==> src/rtl/mmio_io_bridge_pkg.sv <==
// Shared types, register map and lane helpers for the MMIO/RAM bridge.
// The lane helpers are also meant for the fetch byte-select path.
package mmio_io_bridge_pkg;

    // Access size carried on the bmd bus
    typedef enum logic [1:0] {
        BMD_BYTE = 2'd0,
        BMD_HALF = 2'd1,
        BMD_WORD = 2'd2,
        BMD_QUAD = 2'd3
    } bmd_t;

    // MMIO register index (word offset from IO_BASE)
    localparam logic [1:0] MMIO_OUT    = 2'd0;
    localparam logic [1:0] MMIO_IN     = 2'd1;
    localparam logic [1:0] MMIO_STATUS = 2'd2;

    // STATUS register layout
    localparam int STATUS_OUT_FULL_BIT  = 0;
    localparam int STATUS_IN_EMPTY_BIT  = 1;
    localparam int STATUS_OUT_COUNT_LSB = 8;
    localparam int STATUS_IN_COUNT_LSB  = 16;

    // One stage of the load-return delay line
    typedef struct packed {
        logic        valid;
        logic        is_io;
        logic [2:0]  offset;
        bmd_t        bmd;
        logic [63:0] io_rdata;
    } ld_stage_t;

    // Number of bytes touched by an access size
    function automatic logic [3:0] bmd_bytes(input bmd_t b);
        case (b)
            BMD_BYTE: return 4'd1;
            BMD_HALF: return 4'd2;
            BMD_WORD: return 4'd4;
            BMD_QUAD: return 4'd8;
            default:  return 4'd1;
        endcase
    endfunction

    // Force the byte offset to the natural alignment of the access size
    function automatic logic [2:0] align_offset(input logic [2:0] off, input bmd_t b);
        case (b)
            BMD_BYTE: return off;
            BMD_HALF: return {off[2:1], 1'b0};
            BMD_WORD: return {off[2], 2'b00};
            BMD_QUAD: return 3'b000;
            default:  return off;
        endcase
    endfunction

    // Lanes are big-endian: byte offset k sits at [63-8k -: 8], so an
    // n-byte access at offset k is the right-justified value shifted
    // left by (8-k-n) bytes. Offset must already be aligned.
    function automatic logic [2:0] lane_shift(input logic [2:0] off, input bmd_t b);
        logic [3:0] s;
        s = 4'd8 - {1'b0, off} - bmd_bytes(b);
        return s[2:0];
    endfunction

    // Right-justified data mask for an access size
    function automatic logic [63:0] size_mask(input bmd_t b);
        case (b)
            BMD_BYTE: return 64'h0000_0000_0000_00FF;
            BMD_HALF: return 64'h0000_0000_0000_FFFF;
            BMD_WORD: return 64'h0000_0000_FFFF_FFFF;
            BMD_QUAD: return 64'hFFFF_FFFF_FFFF_FFFF;
            default:  return 64'h0000_0000_0000_00FF;
        endcase
    endfunction

    // Byte-enable pattern for a store
    function automatic logic [7:0] lane_we(input logic [2:0] off, input bmd_t b);
        logic [7:0] m;
        case (b)
            BMD_BYTE: m = 8'h01;
            BMD_HALF: m = 8'h03;
            BMD_WORD: m = 8'h0F;
            BMD_QUAD: m = 8'hFF;
            default:  m = 8'h01;
        endcase
        return m << lane_shift(off, b);
    endfunction

    // Place right-justified store data onto its RAM lanes
    function automatic logic [63:0] lane_insert(input logic [63:0] d, input logic [2:0] off,
                                                input bmd_t b);
        return (d & size_mask(b)) << {lane_shift(off, b), 3'b000};
    endfunction

    // Pull an access out of a RAM word, zero-extended
    function automatic logic [63:0] lane_extract(input logic [63:0] w, input logic [2:0] off,
                                                 input bmd_t b);
        return (w >> {lane_shift(off, b), 3'b000}) & size_mask(b);
    endfunction

    // Clamp a FIFO occupancy to the 8-bit STATUS field
    function automatic logic [7:0] sat_count8(input logic [31:0] count);
        if (count > 32'd255) begin
            return 8'hFF;
        end else begin
            return count[7:0];
        end
    endfunction

endpackage

==> src/rtl/mmio_io_bridge_sync_fifo.sv <==
// Single-clock FIFO with occupancy count. Full is taken from the
// registered count, so a pop in the same cycle never admits a push.
module sync_fifo
    import mmio_io_bridge_pkg::*;
#(
    parameter int W     = 8,
    parameter int DEPTH = 16
) (
    input  logic                     clk,
    input  logic                     rstn,
    input  logic                     push,
    input  logic [W-1:0]             wdata,
    input  logic                     pop,
    output logic [W-1:0]             rdata,
    output logic                     full,
    output logic                     empty,
    output logic [$clog2(DEPTH):0]   count
);

    localparam int AW = $clog2(DEPTH);
    localparam int CW = AW + 1;

    logic [W-1:0]  mem_r [DEPTH];
    logic [AW-1:0] wr_ptr_r;
    logic [AW-1:0] rd_ptr_r;
    logic [CW-1:0] count_r;
    logic          do_push_s;
    logic          do_pop_s;

    assign full      = (count_r == CW'(DEPTH));
    assign empty     = (count_r == {CW{1'b0}});
    assign count     = count_r;
    assign rdata     = mem_r[rd_ptr_r];
    assign do_push_s = push & ~full;
    assign do_pop_s  = pop & ~empty;

    // Storage array; contents need no reset since count gates every read
    always_ff @(posedge clk) begin
        if (do_push_s) begin
            mem_r[wr_ptr_r] <= wdata;
        end
    end

    // Pointers and occupancy; pointers wrap naturally at the power-of-two depth
    always_ff @(posedge clk) begin
        if (!rstn) begin
            wr_ptr_r <= {AW{1'b0}};
            rd_ptr_r <= {AW{1'b0}};
            count_r  <= {CW{1'b0}};
        end else begin
            if (do_push_s) begin
                wr_ptr_r <= wr_ptr_r + AW'(1);
            end
            if (do_pop_s) begin
                rd_ptr_r <= rd_ptr_r + AW'(1);
            end
            case ({do_push_s, do_pop_s})
                2'b10:   count_r <= count_r + CW'(1);
                2'b01:   count_r <= count_r - CW'(1);
                default: count_r <= count_r;
            endcase
        end
    end

endmodule

==> src/rtl/mmio_io_bridge.sv <==
// Virtual-to-physical bridge: routes core loads/stores to 64-bit RAM or to
// a small MMIO window with buffered OUT/IN byte channels and a STATUS word.
module mmio_io_bridge
    import mmio_io_bridge_pkg::*;
#(
    parameter int          LOAD_LATENCY = 1,
    parameter logic [31:0] IO_BASE      = 32'hfffff000,
    parameter int          OUT_DEPTH    = 16,
    parameter int          IN_DEPTH     = 16,
    parameter int          OUT_W        = 32
) (
    input  logic             clk,
    input  logic             rstn,
    input  logic             virt_we,
    input  logic             virt_req,
    input  logic [31:0]      virt_mem_addr,
    input  logic [1:0]       virt_mem_bmd,
    input  logic [63:0]      virt_st_data,
    output logic [63:0]      virt_ld_data,
    output logic [28:0]      phys_mem_addr,
    output logic [7:0]       phys_we,
    output logic [63:0]      phys_st_data,
    input  logic [63:0]      phys_ld_data,
    output logic [OUT_W-1:0] out_data,
    output logic             out_req,
    input  logic             out_busy,
    input  logic [7:0]       in_data,
    input  logic             in_valid,
    output logic             in_ready,
    output logic             io_stall
);

    localparam int          OCW     = $clog2(OUT_DEPTH) + 1;
    localparam int          ICW     = $clog2(IN_DEPTH) + 1;
    localparam logic [28:0] IO_WORD = IO_BASE[31:3];

    bmd_t             bmd_s;
    logic [2:0]       offset_s;
    logic [28:0]      io_delta_s;
    logic             is_io_s;
    logic [1:0]       reg_sel_s;
    logic             out_push_s;
    logic             out_pop_s;
    logic             out_full_s;
    logic             out_empty_s;
    logic [OCW-1:0]   out_count_s;
    logic             in_push_s;
    logic             in_pop_s;
    logic             in_full_s;
    logic             in_empty_s;
    logic [ICW-1:0]   in_count_s;
    logic [7:0]       in_head_s;
    logic [63:0]      status_s;
    logic [63:0]      io_rdata_s;
    ld_stage_t        ld_new_s;
    ld_stage_t        ld_last_s;
    ld_stage_t        pipe_r [LOAD_LATENCY];
    logic [63:0]      ld_final_s;
    logic [63:0]      ld_hold_r;

    assign bmd_s         = bmd_t'(virt_mem_bmd);
    assign offset_s      = align_offset(virt_mem_addr[2:0], bmd_s);
    assign io_delta_s    = virt_mem_addr[31:3] - IO_WORD;
    assign is_io_s       = virt_req & (io_delta_s < 29'd3);
    assign reg_sel_s     = io_delta_s[1:0];
    assign phys_mem_addr = virt_mem_addr[31:3];
    assign phys_st_data  = lane_insert(virt_st_data, offset_s, bmd_s);

    // RAM byte enables: only for non-MMIO stores, and never while in reset
    always_comb begin
        phys_we = 8'h00;
        if (rstn && virt_req && virt_we && !is_io_s) begin
            phys_we = lane_we(offset_s, bmd_s);
        end else begin
            phys_we = 8'h00;
        end
    end

    // MMIO channel handshakes and the store back-pressure
    always_comb begin
        io_stall   = 1'b0;
        out_push_s = 1'b0;
        in_pop_s   = 1'b0;
        if (is_io_s && virt_we && (reg_sel_s == MMIO_OUT)) begin
            io_stall   = out_full_s;
            out_push_s = ~out_full_s;
        end else if (is_io_s && !virt_we && (reg_sel_s == MMIO_IN)) begin
            in_pop_s   = ~in_empty_s;
        end else begin
            io_stall   = 1'b0;
            out_push_s = 1'b0;
            in_pop_s   = 1'b0;
        end
    end

    assign out_req   = ~out_empty_s;
    assign out_pop_s = ~out_empty_s & ~out_busy;
    assign in_ready  = ~in_full_s;
    assign in_push_s = in_valid & ~in_full_s;

    sync_fifo #(
        .W     (OUT_W),
        .DEPTH (OUT_DEPTH)
    ) u_out_fifo (
        .clk   (clk),
        .rstn  (rstn),
        .push  (out_push_s),
        .wdata (virt_st_data[OUT_W-1:0]),
        .pop   (out_pop_s),
        .rdata (out_data),
        .full  (out_full_s),
        .empty (out_empty_s),
        .count (out_count_s)
    );

    sync_fifo #(
        .W     (8),
        .DEPTH (IN_DEPTH)
    ) u_in_fifo (
        .clk   (clk),
        .rstn  (rstn),
        .push  (in_push_s),
        .wdata (in_data),
        .pop   (in_pop_s),
        .rdata (in_head_s),
        .full  (in_full_s),
        .empty (in_empty_s),
        .count (in_count_s)
    );

    // STATUS word assembled from live FIFO state
    always_comb begin
        status_s = 64'd0;
        status_s[STATUS_OUT_FULL_BIT]                = out_full_s;
        status_s[STATUS_IN_EMPTY_BIT]                = in_empty_s;
        status_s[STATUS_OUT_COUNT_LSB +: 8]          = sat_count8(32'(out_count_s));
        status_s[STATUS_IN_COUNT_LSB +: 8]           = sat_count8(32'(in_count_s));
    end

    // MMIO read data, captured in the request cycle (OUT reads as zero)
    always_comb begin
        io_rdata_s = 64'd0;
        if (is_io_s) begin
            case (reg_sel_s)
                MMIO_IN:     io_rdata_s = in_empty_s ? 64'd0 : {56'd0, in_head_s};
                MMIO_STATUS: io_rdata_s = status_s;
                default:     io_rdata_s = 64'd0;
            endcase
        end else begin
            io_rdata_s = 64'd0;
        end
    end

    // New delay-line entry describing this cycle's load
    always_comb begin
        ld_new_s          = '0;
        ld_new_s.valid    = virt_req & ~virt_we;
        ld_new_s.is_io    = is_io_s;
        ld_new_s.offset   = offset_s;
        ld_new_s.bmd      = bmd_s;
        ld_new_s.io_rdata = io_rdata_s;
    end

    // Delay line aligning load bookkeeping with the RAM read latency
    always_ff @(posedge clk) begin
        if (!rstn) begin
            for (int i = 0; i < LOAD_LATENCY; i++) begin
                pipe_r[i] <= '0;
            end
        end else begin
            pipe_r[0] <= ld_new_s;
            for (int i = 1; i < LOAD_LATENCY; i++) begin
                pipe_r[i] <= pipe_r[i-1];
            end
        end
    end

    assign ld_last_s = pipe_r[LOAD_LATENCY-1];

    // Final-stage load value: MMIO data or the lane extracted from RAM
    always_comb begin
        ld_final_s = 64'd0;
        if (ld_last_s.is_io) begin
            ld_final_s = ld_last_s.io_rdata;
        end else begin
            ld_final_s = lane_extract(phys_ld_data, ld_last_s.offset, ld_last_s.bmd);
        end
    end

    // Remember the last returned load so idle cycles keep it stable
    always_ff @(posedge clk) begin
        if (!rstn) begin
            ld_hold_r <= 64'd0;
        end else if (ld_last_s.valid) begin
            ld_hold_r <= ld_final_s;
        end else begin
            ld_hold_r <= ld_hold_r;
        end
    end

    // Load result: live on the return cycle, held otherwise
    always_comb begin
        virt_ld_data = 64'd0;
        if (ld_last_s.valid) begin
            virt_ld_data = ld_final_s;
        end else begin
            virt_ld_data = ld_hold_r;
        end
    end

endmodule

==> config.mk <==
export PLATFORM = sky130hd
export DESIGN_NAME = mmio_io_bridge
export DESIGN_NICKNAME = d
export VERILOG_FILES = /design/src/rtl/mmio_io_bridge_pkg.sv /design/src/rtl/mmio_io_bridge_sync_fifo.sv /design/src/rtl/mmio_io_bridge.sv
export SDC_FILE = /design/constraint.sdc
export NUM_CORES = 1
export LEC_CHECK = 0
export ABC_AREA = 1
export CELL_PAD_IN_SITES_DETAIL_PLACEMENT = 0
export CELL_PAD_IN_SITES_GLOBAL_PLACEMENT = 1
export CORE_MARGIN = 1
export CORE_UTILIZATION = 45
export DETAILED_ROUTE_END_ITERATION = 8
export HOLD_SLACK_MARGIN = 0.1
export PLACE_DENSITY = 0.9
export SKIP_CTS_REPAIR_TIMING = 1
export SLEW_MARGIN = 25
export SYNTH_ARGS = -nofsm -noshare
export SYNTH_HDL_FRONTEND = slang
export SYNTH_SLANG_ARGS = --single-unit
==> constraint.sdc <==
create_clock -name clk -period 4.69 [get_ports clk]
set_input_delay 0.7035 -clock clk [delete_from_list [all_inputs] [get_ports clk]]
set_output_delay 0.7035 -clock clk [all_outputs]
set_load 0.005 [all_outputs]
==> results.cfg <==
[outcome]
status = complete, no violations

[logic_synthesis]
yosys-top-cells-count = edfxtp_1, nand2_1, o21ai_0, nor2_1, inv_1
synth-compound-area-share_pct = 14.6
yosysMostFrequentCell = edfxtp_1
ys_ff_latch = 763
synthCells = 3238
ys.flop_type = edfxtp_1
synth-xor-area-share_pct = 0.178
synthAdderAreaFrac_pct = 1.15
synthTopCellsByArea = edfxtp_1, dfxtp_1, o21ai_0
synth_top_area_share_pct = 55.7
ys_seq_area_share_pct = 62.8
synth.avg_cell_area_um2 = 10.7
synth_edf_count = 640
synth_top_area_cell = edfxtp_1
yosys_warnings = 0
synth-simple-area-share_pct = 11.3
synth_top_family_by_area = compound AO/OA/AOI/OAI gates
ys_types = 52
syn_area_um2 = 34500
syn_nets = 3444
synthMuxAreaShare_pct = 3.95
async_flop_share_pct = 0

[routing]
drcViolationCount = 0
dr.pass1.iters = 6
num_vias = 26000
routed_wl_mm = 106
post_drt_wl_per_cell_um = 22.8
routed_via_density = 5.58
route.antenna.remaining_nets = 0
drt_iter0_drc = 2447

[clock_tree]
clock-root-buffer = clkbuf_16
clock_latency_ns = 0.67
cts_tree = done
clk_pin_slew_ns = 0.06
clock-sinks = 763
cts_buffer_depth = 3
numCtsBuffers = 80
htree_levels = 3

[timing]
setup_viol = 0
slew_violations = 0
fin_crit_sh_pct = 98.2
finClkSkew_ns = 0.0565
setup_slack_ns = 0.0824
min_period_ns = 4.61
fmax_mhz = 217
hold_viol_final = 0
slew_headroom_pct = 32.0
worst_slew_pin_slew_ns = 1.02

[placed_design]
gp_congestion = 0.936
dp_hpwl_mm = 69.1
io_buffers = 375
post-place-ws_ns = -0.0745

[setup_path]
worstPathRequired_ns = 3.99
crit_type = in2out
worstPathMaxFanout = 3
cp-end-kind = primary output
arrival_ns = 3.90
reg2regPathDepth = 13
critPathLaunchType = primary input

[global_routing]
grt_overflow = 0
grt_pass1_vias = 25000
grt_pass1_wl_mm = 155
grt_max_degree = 129
track_usage_pct = 26.8
antenna_found_initial = 11

[pwr]
finalPower_mw = 17.9
ir_drop_uv = 332
leakagePower_nw = 15.2
pwr_density_cell_nw_per_um2 = 422

[worst_hold_path]
holdPathStages = 2
hp-class = reg2reg

[floorplanning]
die_h_um = 279
fp.coreArea_um2 = 75900
initial_core_util_pct = 45.4
die_x_um = 279
die_area_um2 = 77800
std_cell_rows = 101
io_pins = 376

[flow_run]
maxCapViolCount = 0

[cells_and_area]
syn_to_final_growth_pct = 22.5
layout-drive-gt1-share_pct = 8.49
fillers = 6317
final_core_util_pct = 55.7
fin_nets = 3773
[final timing paths]
path	slack (ns)	start	endpoint
min	0.47	u_out_fifo.rd_ptr_r[3]	u_out_fifo.rd_ptr_r[3]
min reg2reg	0.47	u_out_fifo.rd_ptr_r[3]	u_out_fifo.rd_ptr_r[3]
max reg2reg	1.63	u_in_fifo.count[1]	u_in_fifo.count[4]
max	0.08	virt_mem_bmd[0]	phys_st_data[22]
[report_power, final]
part	switching [mW]	internal [mW]	leakage (nW)	total, mW
sequential	0.0961	7.41	6.76	7.51
combinational	2.54	1.80	7.22	4.34
clock	2.72	3.28	1.20	6.00
[metal layers]
layer	global-route usage [%]	wire, um	up-vias
met5	0	59	-
met3	6.08	8840	238
met1	33.5	41600	12500
met4	11.0	4350	8
li1	-	-	12100
met2	44.9	51500	1194
[layout make-up]
class,count,area [um^2],area share (%)
inverter,279,1060,2.51
timing repair inverter,1,7.51,0.0178
clock buffer,91,2070,4.91
tap,1030,1290,3.05
sequential,763,21700,51.3
timing repair buffer,473,4780,11.3
antenna,5,12.5,0.0296
clock inverter,53,430,1.02
multi-input combinational,1969,10900,25.8
[flip-flops by register name, indices dropped and copies added, names as in the netlist, named ones only]
name and cells:
ld_hold_r 64, pipe_r 25, u_in_fifo.count 5, u_in_fifo.mem_r 128, u_in_fifo.rd_ptr_r 4, u_in_fifo.wr_ptr_r 4, u_out_fifo.count 5, u_out_fifo.mem_r 512
u_out_fifo.rd_ptr_r 4, u_out_fifo.wr_ptr_r 4
[critical path: stages]
cell	delay, ns
clkdlybuf4s50_1	0.43
nor2_2	0.14
nand2_1	0.08
ha_1	0.31
inv_1	0.07
fa_1	0.47
xnor2_2	0.16
or2_1	0.27
nand2_4	0.11
inv_2	0.09
buf_4	0.14
or2_2	0.34
inv_1	0.09
clkdlybuf4s50_1	0.50
[cell families after synthesis]
logic type | after synthesis
flops | 763
buf+inv | 506
compound gates | 878
xor+xnor | 7
simple gates | 918
fa+ha+maj | 30
mux | 136
[stage by stage]
step	TNS [ns]	std cells	cell area [um^2]	hold WS [ns]
after floorplan	0	3238	34500	0.436
after global placement	-0.0653	4514	39700	0.448
after detailed placement	-0.149	4514	39700	0.452
after CTS	-0.412	4658	42200	0.468
after global routing	-0.0361	4661	42300	0.487
final	0	4664	42300	0.470
[cell usage in the layout, fill, tap and decap left out, types with 4 or more instances in the layout]
master,count
o221ai_1,26
nor3_1,9
or2_2,11
o22ai_1,19
clkinv_2,15
a211oi_1,7
nor2_2,14
buf_4,72
diode_2,5
clkinv_1,26
edfxtp_1,640
clkbuf_1,9
dfxtp_1,118
clkinv_16,4
a22o_1,8
ha_1,25
inv_1,260
nor4_1,4
nor2_1,268
o21ai_1,9
inv_2,11
xnor2_1,5
and2_1,19
clkdlybuf4s50_1,373
nor2_4,21
nand4_1,9
mux2i_1,136
o211ai_1,171
a31oi_1,4
buf_12,22
nor3_2,5
o21ai_0,366
a21oi_1,251
clkbuf_16,81
o2111ai_1,4
nand2_1,438
nand3_1,98
clkinvlp_4,8
nand2_2,7
(Power assumes the default switching activity.)
